### src/rtl/rob_pkg.sv
// Shared types and default sizing for the reorder buffer and its helpers.
package rob_pkg;

  localparam int ROB_DEPTH = 16;
  localparam int ROB_ADDR  = 5;
  localparam int ROB_WIDTH = 32;

  function automatic int tag_w(input int depth);
    return (depth <= 2) ? 1 : $clog2(depth);
  endfunction

  typedef struct packed {
    logic                 valid;
    logic                 done;
    logic                 we;
    logic [ROB_ADDR-1:0]  rd;
    logic [ROB_WIDTH-1:0] data;
  } rob_entry_t;

endpackage

### src/rtl/rob_ptr.sv
// Wrapping ring pointer; wraps for free because the ring size is a power of two.
module rob_ptr #(
  parameter int W = 4
) (
  input  logic         clk,
  input  logic         rst,
  input  logic         clr,
  input  logic         inc,
  output logic [W-1:0] ptr
);

  always_ff @(posedge clk or posedge rst) begin
    if (rst)      ptr <= '0;
    else if (clr) ptr <= '0;
    else if (inc) ptr <= ptr + 1'b1;
  end

endmodule

### src/rtl/reorder_buffer.sv
// In-order commit ring: program-order allocate, out-of-order CDB completion,
// single retire per cycle driving the register file write port.
module reorder_buffer
  import rob_pkg::*;
#(
  parameter int DEPTH = ROB_DEPTH,
  parameter int ADDR  = ROB_ADDR,
  parameter int WIDTH = ROB_WIDTH,
  parameter int TAGW  = tag_w(DEPTH)
) (
  input  logic             clk,
  input  logic             rst,
  input  logic             flush,
  input  logic             alloc_valid,
  input  logic [ADDR-1:0]  alloc_rd,
  input  logic             alloc_we,
  output logic             alloc_ready,
  output logic [TAGW-1:0]  alloc_tag,
  input  logic             cdb_valid,
  input  logic [TAGW-1:0]  cdb_tag,
  input  logic [WIDTH-1:0] cdb_data,
  input  logic [TAGW-1:0]  look_tag1,
  input  logic [TAGW-1:0]  look_tag2,
  output logic             look_ready1,
  output logic             look_ready2,
  output logic [WIDTH-1:0] look_data1,
  output logic [WIDTH-1:0] look_data2,
  output logic             rf_reg_write,
  output logic [ADDR-1:0]  rf_write_reg,
  output logic [WIDTH-1:0] rf_write_data,
  output logic [TAGW-1:0]  commit_tag,
  output logic             commit_fire,
  output logic             empty,
  output logic             full
);

  typedef struct packed {
    logic             valid;
    logic             done;
    logic             we;
    logic [ADDR-1:0]  rd;
    logic [WIDTH-1:0] data;
  } entry_t;

  localparam logic [TAGW:0] CAP = (TAGW+1)'(DEPTH);

  entry_t          ent [DEPTH];
  entry_t          head_e;
  logic [TAGW-1:0] head, tail;
  logic [TAGW:0]   count;
  logic            alloc_fire;

  rob_ptr #(.W(TAGW)) u_head (.clk(clk), .rst(rst), .clr(flush), .inc(commit_fire), .ptr(head));
  rob_ptr #(.W(TAGW)) u_tail (.clk(clk), .rst(rst), .clr(flush), .inc(alloc_fire),  .ptr(tail));

  // Status comes only from the registered count, so a same-cycle commit frees nothing yet.
  assign alloc_ready = (count < CAP);
  assign full        = (count == CAP);
  assign empty       = (count == '0);
  assign alloc_tag   = tail;
  assign alloc_fire  = alloc_valid && alloc_ready && !flush;

  assign head_e      = ent[head];
  assign commit_fire = head_e.valid && head_e.done && !flush;

  always_comb begin
    rf_reg_write  = 1'b0;
    rf_write_reg  = '0;
    rf_write_data = '0;
    commit_tag    = '0;
    if (commit_fire) begin
      rf_reg_write  = head_e.we && (head_e.rd != '0);
      rf_write_reg  = head_e.rd;
      rf_write_data = head_e.data;
      commit_tag    = head;
    end
  end

  assign look_ready1 = ent[look_tag1].valid && ent[look_tag1].done;
  assign look_ready2 = ent[look_tag2].valid && ent[look_tag2].done;
  assign look_data1  = ent[look_tag1].data;
  assign look_data2  = ent[look_tag2].data;

  always_ff @(posedge clk or posedge rst) begin
    if (rst)        count <= '0;
    else if (flush) count <= '0;
    else            count <= count + {{TAGW{1'b0}}, alloc_fire} - {{TAGW{1'b0}}, commit_fire};
  end

  // Alloc, CDB and commit never target the same live entry in one cycle,
  // so the update order below only matters for ignored/overridden cases.
  always_ff @(posedge clk or posedge rst) begin
    if (rst) begin
      for (int i = 0; i < DEPTH; i++) ent[i] <= '0;
    end else if (flush) begin
      for (int i = 0; i < DEPTH; i++) begin
        ent[i].valid <= 1'b0;
        ent[i].done  <= 1'b0;
      end
    end else begin
      for (int i = 0; i < DEPTH; i++) begin
        if (cdb_valid && cdb_tag == TAGW'(i) && ent[i].valid) begin
          ent[i].done <= 1'b1;
          ent[i].data <= cdb_data;
        end
        if (alloc_fire && tail == TAGW'(i)) begin
          ent[i].valid <= 1'b1;
          ent[i].done  <= 1'b0;
          ent[i].we    <= alloc_we;
          ent[i].rd    <= alloc_rd;
        end
        if (commit_fire && head == TAGW'(i)) begin
          ent[i].valid <= 1'b0;
          ent[i].done  <= 1'b0;
        end
      end
    end
  end

endmodule

### config.mk
export PLATFORM = sky130hd
export DESIGN_NAME = reorder_buffer
export DESIGN_NICKNAME = d
export VERILOG_FILES = /design/src/rtl/rob_pkg.sv /design/src/rtl/rob_ptr.sv /design/src/rtl/reorder_buffer.sv
export SDC_FILE = /design/constraint.sdc
export NUM_CORES = 2
export LEC_CHECK = 0
export ABC_CLOCK_PERIOD_IN_PS = 21100
export CORE_UTILIZATION = 35
export DETAILED_ROUTE_END_ITERATION = 16
export PLACE_DENSITY = 0.5
export SYNTH_ARGS = -nofsm -noshare
export SYNTH_HDL_FRONTEND = slang
export SYNTH_SLANG_ARGS = --single-unit
### constraint.sdc
create_clock -name clk -period 21.1 [get_ports clk]
set_input_delay 4.22 -clock clk [delete_from_list [all_inputs] [get_ports clk]]
set_output_delay 4.22 -clock clk [all_outputs]
set_load 0.05 [all_outputs]
==> results_tabular.tex <==
\begin{tabular}{lr}
\hline
Metric & Value \\
\hline
\multicolumn{2}{l}{\textbf{Worst setup path}} \\
\quad Register-to-register setup slack & 15500 ps \\
\quad Crit end category & primary output \\
\quad Required time worst endpoint & 16880 ps \\
\quad Count of cells along the worst register-to-register path & 17 \\
\quad Sort of element at the start of the critical path & input port \\
\quad Maximum net fanout on the critical path & 46 \\
\quad Launching point of the worst reg2reg path & u\_head.ptr[1]\$\_DFFE\_PP0P\_ \\
\quad Crit path launch & flush \\
\quad Worst reg2reg endpoint & count[4]\$\_DFF\_PP0\_ \\
\quad Signal arrival time at the worst endpoint & 7730 ps \\
\quad Worst setup path end & rf\_write\_data[4] \\
\quad Critical path start-end classification & input port to primary output \\
\multicolumn{2}{l}{\textbf{Pwr}} \\
\quad Peak supply drop & 0.00005958 V \\
\quad Power per Cell Area & 69.69 nW/um\^{}2 \\
\quad Static leakage & 0.01831 uW \\
\multicolumn{2}{l}{\textbf{Floorplanning}} \\
\quad Die width & 330.4 um \\
\quad Starting utilization of the core area & 0.3525 \\
\quad Die height & 330.4 um \\
\quad Core Footprint & 107100 um\^{}2 \\
\quad Total die area & 109100 um\^{}2 \\
\quad Total I/O pin count & 171 \\
\quad Site Rows & 120 \\
\multicolumn{2}{l}{\textbf{Synthesis}} \\
\quad Most instantiated flip-flop cell in the synthesis netlist & dfrtp\_1 \\
\quad Synth unique cells & 49 \\
\quad Number of flip-flops and latches in the synthesized netlist & 653 \\
\quad Fraction of synthesis flops using an asynchronous set or reset pin & 1.000 \\
\quad Share of the yosys chip area belonging to registers & 0.4330 \\
\quad Synthesized Nets & 2391 \\
\quad Post-synth EDFFs & 0 \\
\quad Average footprint of a synthesized cell & 16.26 um\^{}2 \\
\quad Number of warnings printed during yosys synthesis & 0 \\
\quad Number of instances in the synthesized netlist & 2321 \\
\quad Combined area of all synthesized cells & 37740 um\^{}2 \\
\multicolumn{2}{l}{\textbf{Global route}} \\
\quad Total grt overflow & 0 \\
\quad Antenna violations before repair & 7 \\
\quad First-pass GRT wire length & 175000 um \\
\quad Via count of the first global-routing pass & 25.05k \\
\quad Overall fraction of global-route tracks in use & 0.2194 \\
\quad Largest net degree at the start of global routing & 97 \\
\multicolumn{2}{l}{\textbf{Min path}} \\
\quad Kind of path behind the tightest hold check & flip-flop to flip-flop \\
\multicolumn{2}{l}{\textbf{Timing}} \\
\quad Max-slew violation count & 0 \\
\quad RSZ-0062 raised after global routing & no \\
\quad Fin Clk Skew & 18.95 ps \\
\quad Transition time at the pin with the least slew margin & 1110 ps \\
\quad Final critical-path required period & 11950 ps \\
\quad Number of hold violations in the final report & 0 \\
\quad Worst relative slew slack & 0.2597 \\
\quad Hold Worst Slack & 501.5 ps \\
\quad Ratio of final minimum period to clock period & 0.5665 \\
\quad Highest clock rate & 83.66 MHz \\
\quad Total setup violations reported at the end of the flow & 0 \\
\quad Aggregate negative setup slack & 0 ps \\
\quad Worst Setup Slack, final & 9147 ps \\
\multicolumn{2}{l}{\textbf{Detailed routing}} \\
\quad Drt drc & 0 \\
\quad Antenna Violating Nets Remaining & 0 \\
\quad First-pass iteration count of the detailed router & 5 \\
\quad Total via count after detailed routing & 23.37k \\
\quad Vias per Instance & 6.060 \\
\quad Average wire per cell in the routed design & 30.19 um \\
\quad Iteration-0 DRC count of the detailed router & 1924 \\
\quad Total routed wirelength & 116400 um \\
\multicolumn{2}{l}{\textbf{Clock network}} \\
\quad Post\_cts resized & 0 \\
\quad Clock insertion delay at the later pin of the skew report & 650 ps \\
\quad Clock sink total & 653 \\
\quad H-tree Lvls & 3 \\
\quad Clock transition at the registers of the reported paths & 50 ps \\
\quad Number of buffers inserted by post-CTS setup repair & 0 \\
\quad CTS tree & built \\
\quad \# hold bufs at CTS & 0 \\
\quad Clock buffer depth & 3 \\
\quad Root Buffer & clkbuf\_16 \\
\quad CTS Buf Count & 79 \\
\multicolumn{2}{l}{\textbf{Place}} \\
\quad Final weighted congestion in routability-driven placement & 0.7665 \\
\quad Sum of net half-perimeters after detailed placement & 66570 um \\
\quad Buffers added on ports & 170 \\
\quad Worst slack after detailed placement & 9126 ps \\
\multicolumn{2}{l}{\textbf{Finish}} \\
\quad Final nets & 2459 \\
\quad Utilization after layout & 0.4048 \\
\quad Area added between synthesis and finish & 14.83\% \\
\quad Share of layout cells above drive strength 1 & 0.5465 \\
\multicolumn{2}{l}{\textbf{Status}} \\
\quad Outcome & completed \\
\multicolumn{2}{l}{\textbf{Run}} \\
\quad Count of max-cap constraint violations & 0 \\
\hline
\end{tabular}
==> synth_stat cells, types with 2 or more instances <==
cell type / n / area share
nor2_1: 35 / 0.0035
a22o_1: 2 / 0.00046
a221oi_1: 2 / 0.00046
nor2b_1: 8 / 0.0013
mux2_2: 608 / 0.18
or3_1: 5 / 0.00083
buf_2: 26 / 0.0034
o21ai_0: 2 / 0.00027
a22oi_1: 6 / 0.0012
nand3_1: 25 / 0.0033
buf_1: 42 / 0.0042
nor3_1: 2 / 0.00027
ha_1: 14 / 0.0046
and2_0: 3 / 0.00050
a211oi_1: 2 / 0.00040
xnor2_1: 2 / 0.00046
buf_4: 4 / 0.00080
a32oi_1: 12 / 0.0028
dfrtp_1: 653 / 0.43
a21oi_1: 14 / 0.0019
inv_1: 16 / 0.0016
xor2_1: 5 / 0.0012
clkbuf_1: 150 / 0.015
nand4_1: 6 / 0.00099
a31oi_1: 24 / 0.0040
inv_2: 3 / 0.00030
nor4b_1: 3 / 0.00070
mux4_2: 518 / 0.31
and2_1: 37 / 0.0061
nand2_1: 55 / 0.0055
a31o_2: 12 / 0.0028
buf_6: 8 / 0.0024
==> flip-flops by register name (all words and copies together) (netlist names) <==
signal and count:
count 5, ent 640, u_head.ptr 4, u_tail.ptr 4
==> worst min path at each step <==
stage / startpoint / to / slack [ps] / cells after the start
detailed placement: ent[397]$_DFFE_PP0P_ / ent[397]$_DFFE_PP0P_ / 490 / 1
floorplan: ent[232]$_DFFE_PP0P_ / ent[232]$_DFFE_PP0P_ / 470 / 1
finish: ent[34]$_DFFE_PP0P_ / ent[34]$_DFFE_PP0P_ / 500 / 1
global placement: ent[395]$_DFFE_PP0P_ / ent[395]$_DFFE_PP0P_ / 480 / 1
global route: ent[276]$_DFFE_PP0P_ / ent[276]$_DFFE_PP0P_ / 520 / 1
CTS: ent[397]$_DFFE_PP0P_ / ent[397]$_DFFE_PP0P_ / 500 / 1
==> critical path: stages <==
cell             delay [ps]
clkdlybuf4s50_1         390
buf_4                   210
inv_2                   500
o21ai_4                 240
clkinv_2                410
buf_4                   630
and2_1                  230
clkdlybuf4s50_1         800
==> power by group <==
part           leakage (uW)  internal, uW  switching, uW
logic               0.00796           138            163
clock network       0.00128           837            555
registers           0.00906          1300           31.6
total                0.0183          2270            749
==> layout make-up <==
| cell class | instances | area (um^2) |
|---|---|---|
| Tap cell | 1403 | 1755 |
| Antenna cell | 3 | 7.507 |
| Inverter | 19 | 76.32 |
| Sequential cell | 653 | 16360 |
| Timing Repair Buffer | 219 | 2077 |
| Multi-Input combinational cell | 1417 | 20410 |
| Fill cell | 9701 | 63720 |
| Clock inverter | 25 | 366.6 |
| Clock buffer | 117 | 2281 |
==> placed cells by master, fill, tap and decap left out, types with 9 or more instances in the layout <==
cell type | netlist | final
nand3_1 | 25 | 25
nand2_1 | 55 | 55
clkbuf_8 | 0 | 16
clkbuf_16 | 0 | 80
a21oi_1 | 14 | 14
a32oi_1 | 12 | 12
a31oi_1 | 24 | 24
clkdlybuf4s50_1 | 0 | 162
clkinv_2 | 0 | 9
clkbuf_1 | 150 | 23
mux2_2 | 608 | 608
ha_1 | 14 | 14
dfrtp_1 | 653 | 649
and2_1 | 37 | 37
nor2_1 | 35 | 23
buf_4 | 4 | 50
inv_1 | 16 | 15
mux4_2 | 518 | 518
nor2_4 | 0 | 12
a31o_2 | 12 | 12
==> per-layer routing <==
metal,share of wire,vias up,wire length (um),track usage
li1,-,9469,-,-
met1,0.42,12890,48380,0.2913
met2,0.50,783,58220,0.3651
met3,0.050,224,5766,0.03192
met4,0.035,4,4028,0.08195
met5,0.00022,-,26,0
==> logic make-up after synthesis <==
family / count (synthesis) / synth area share
and+or+nand+nor: 185 / 0.02427
buffers and inverters: 251 / 0.02855
AOI/OAI and AO/OA: 82 / 0.01585
DFF: 653 / 0.4330
xor gates and xnor gates: 7 / 0.001625
adders and majority gates: 15 / 0.005172
muxes: 1128 / 0.4915
==> stage by stage <==
step / power, uW / cells / instance area [um^2]
global placement: 1643 / 3711 / 40680
detailed placement: 1655 / 3711 / 40680
global route: 3143 / 3855 / 43330
floorplan: 1558 / 2321 / 37740
finish: 3020 / 3856 / 43330
CTS: 3069 / 3853 / 43330
(Power assumes the default switching activity.)
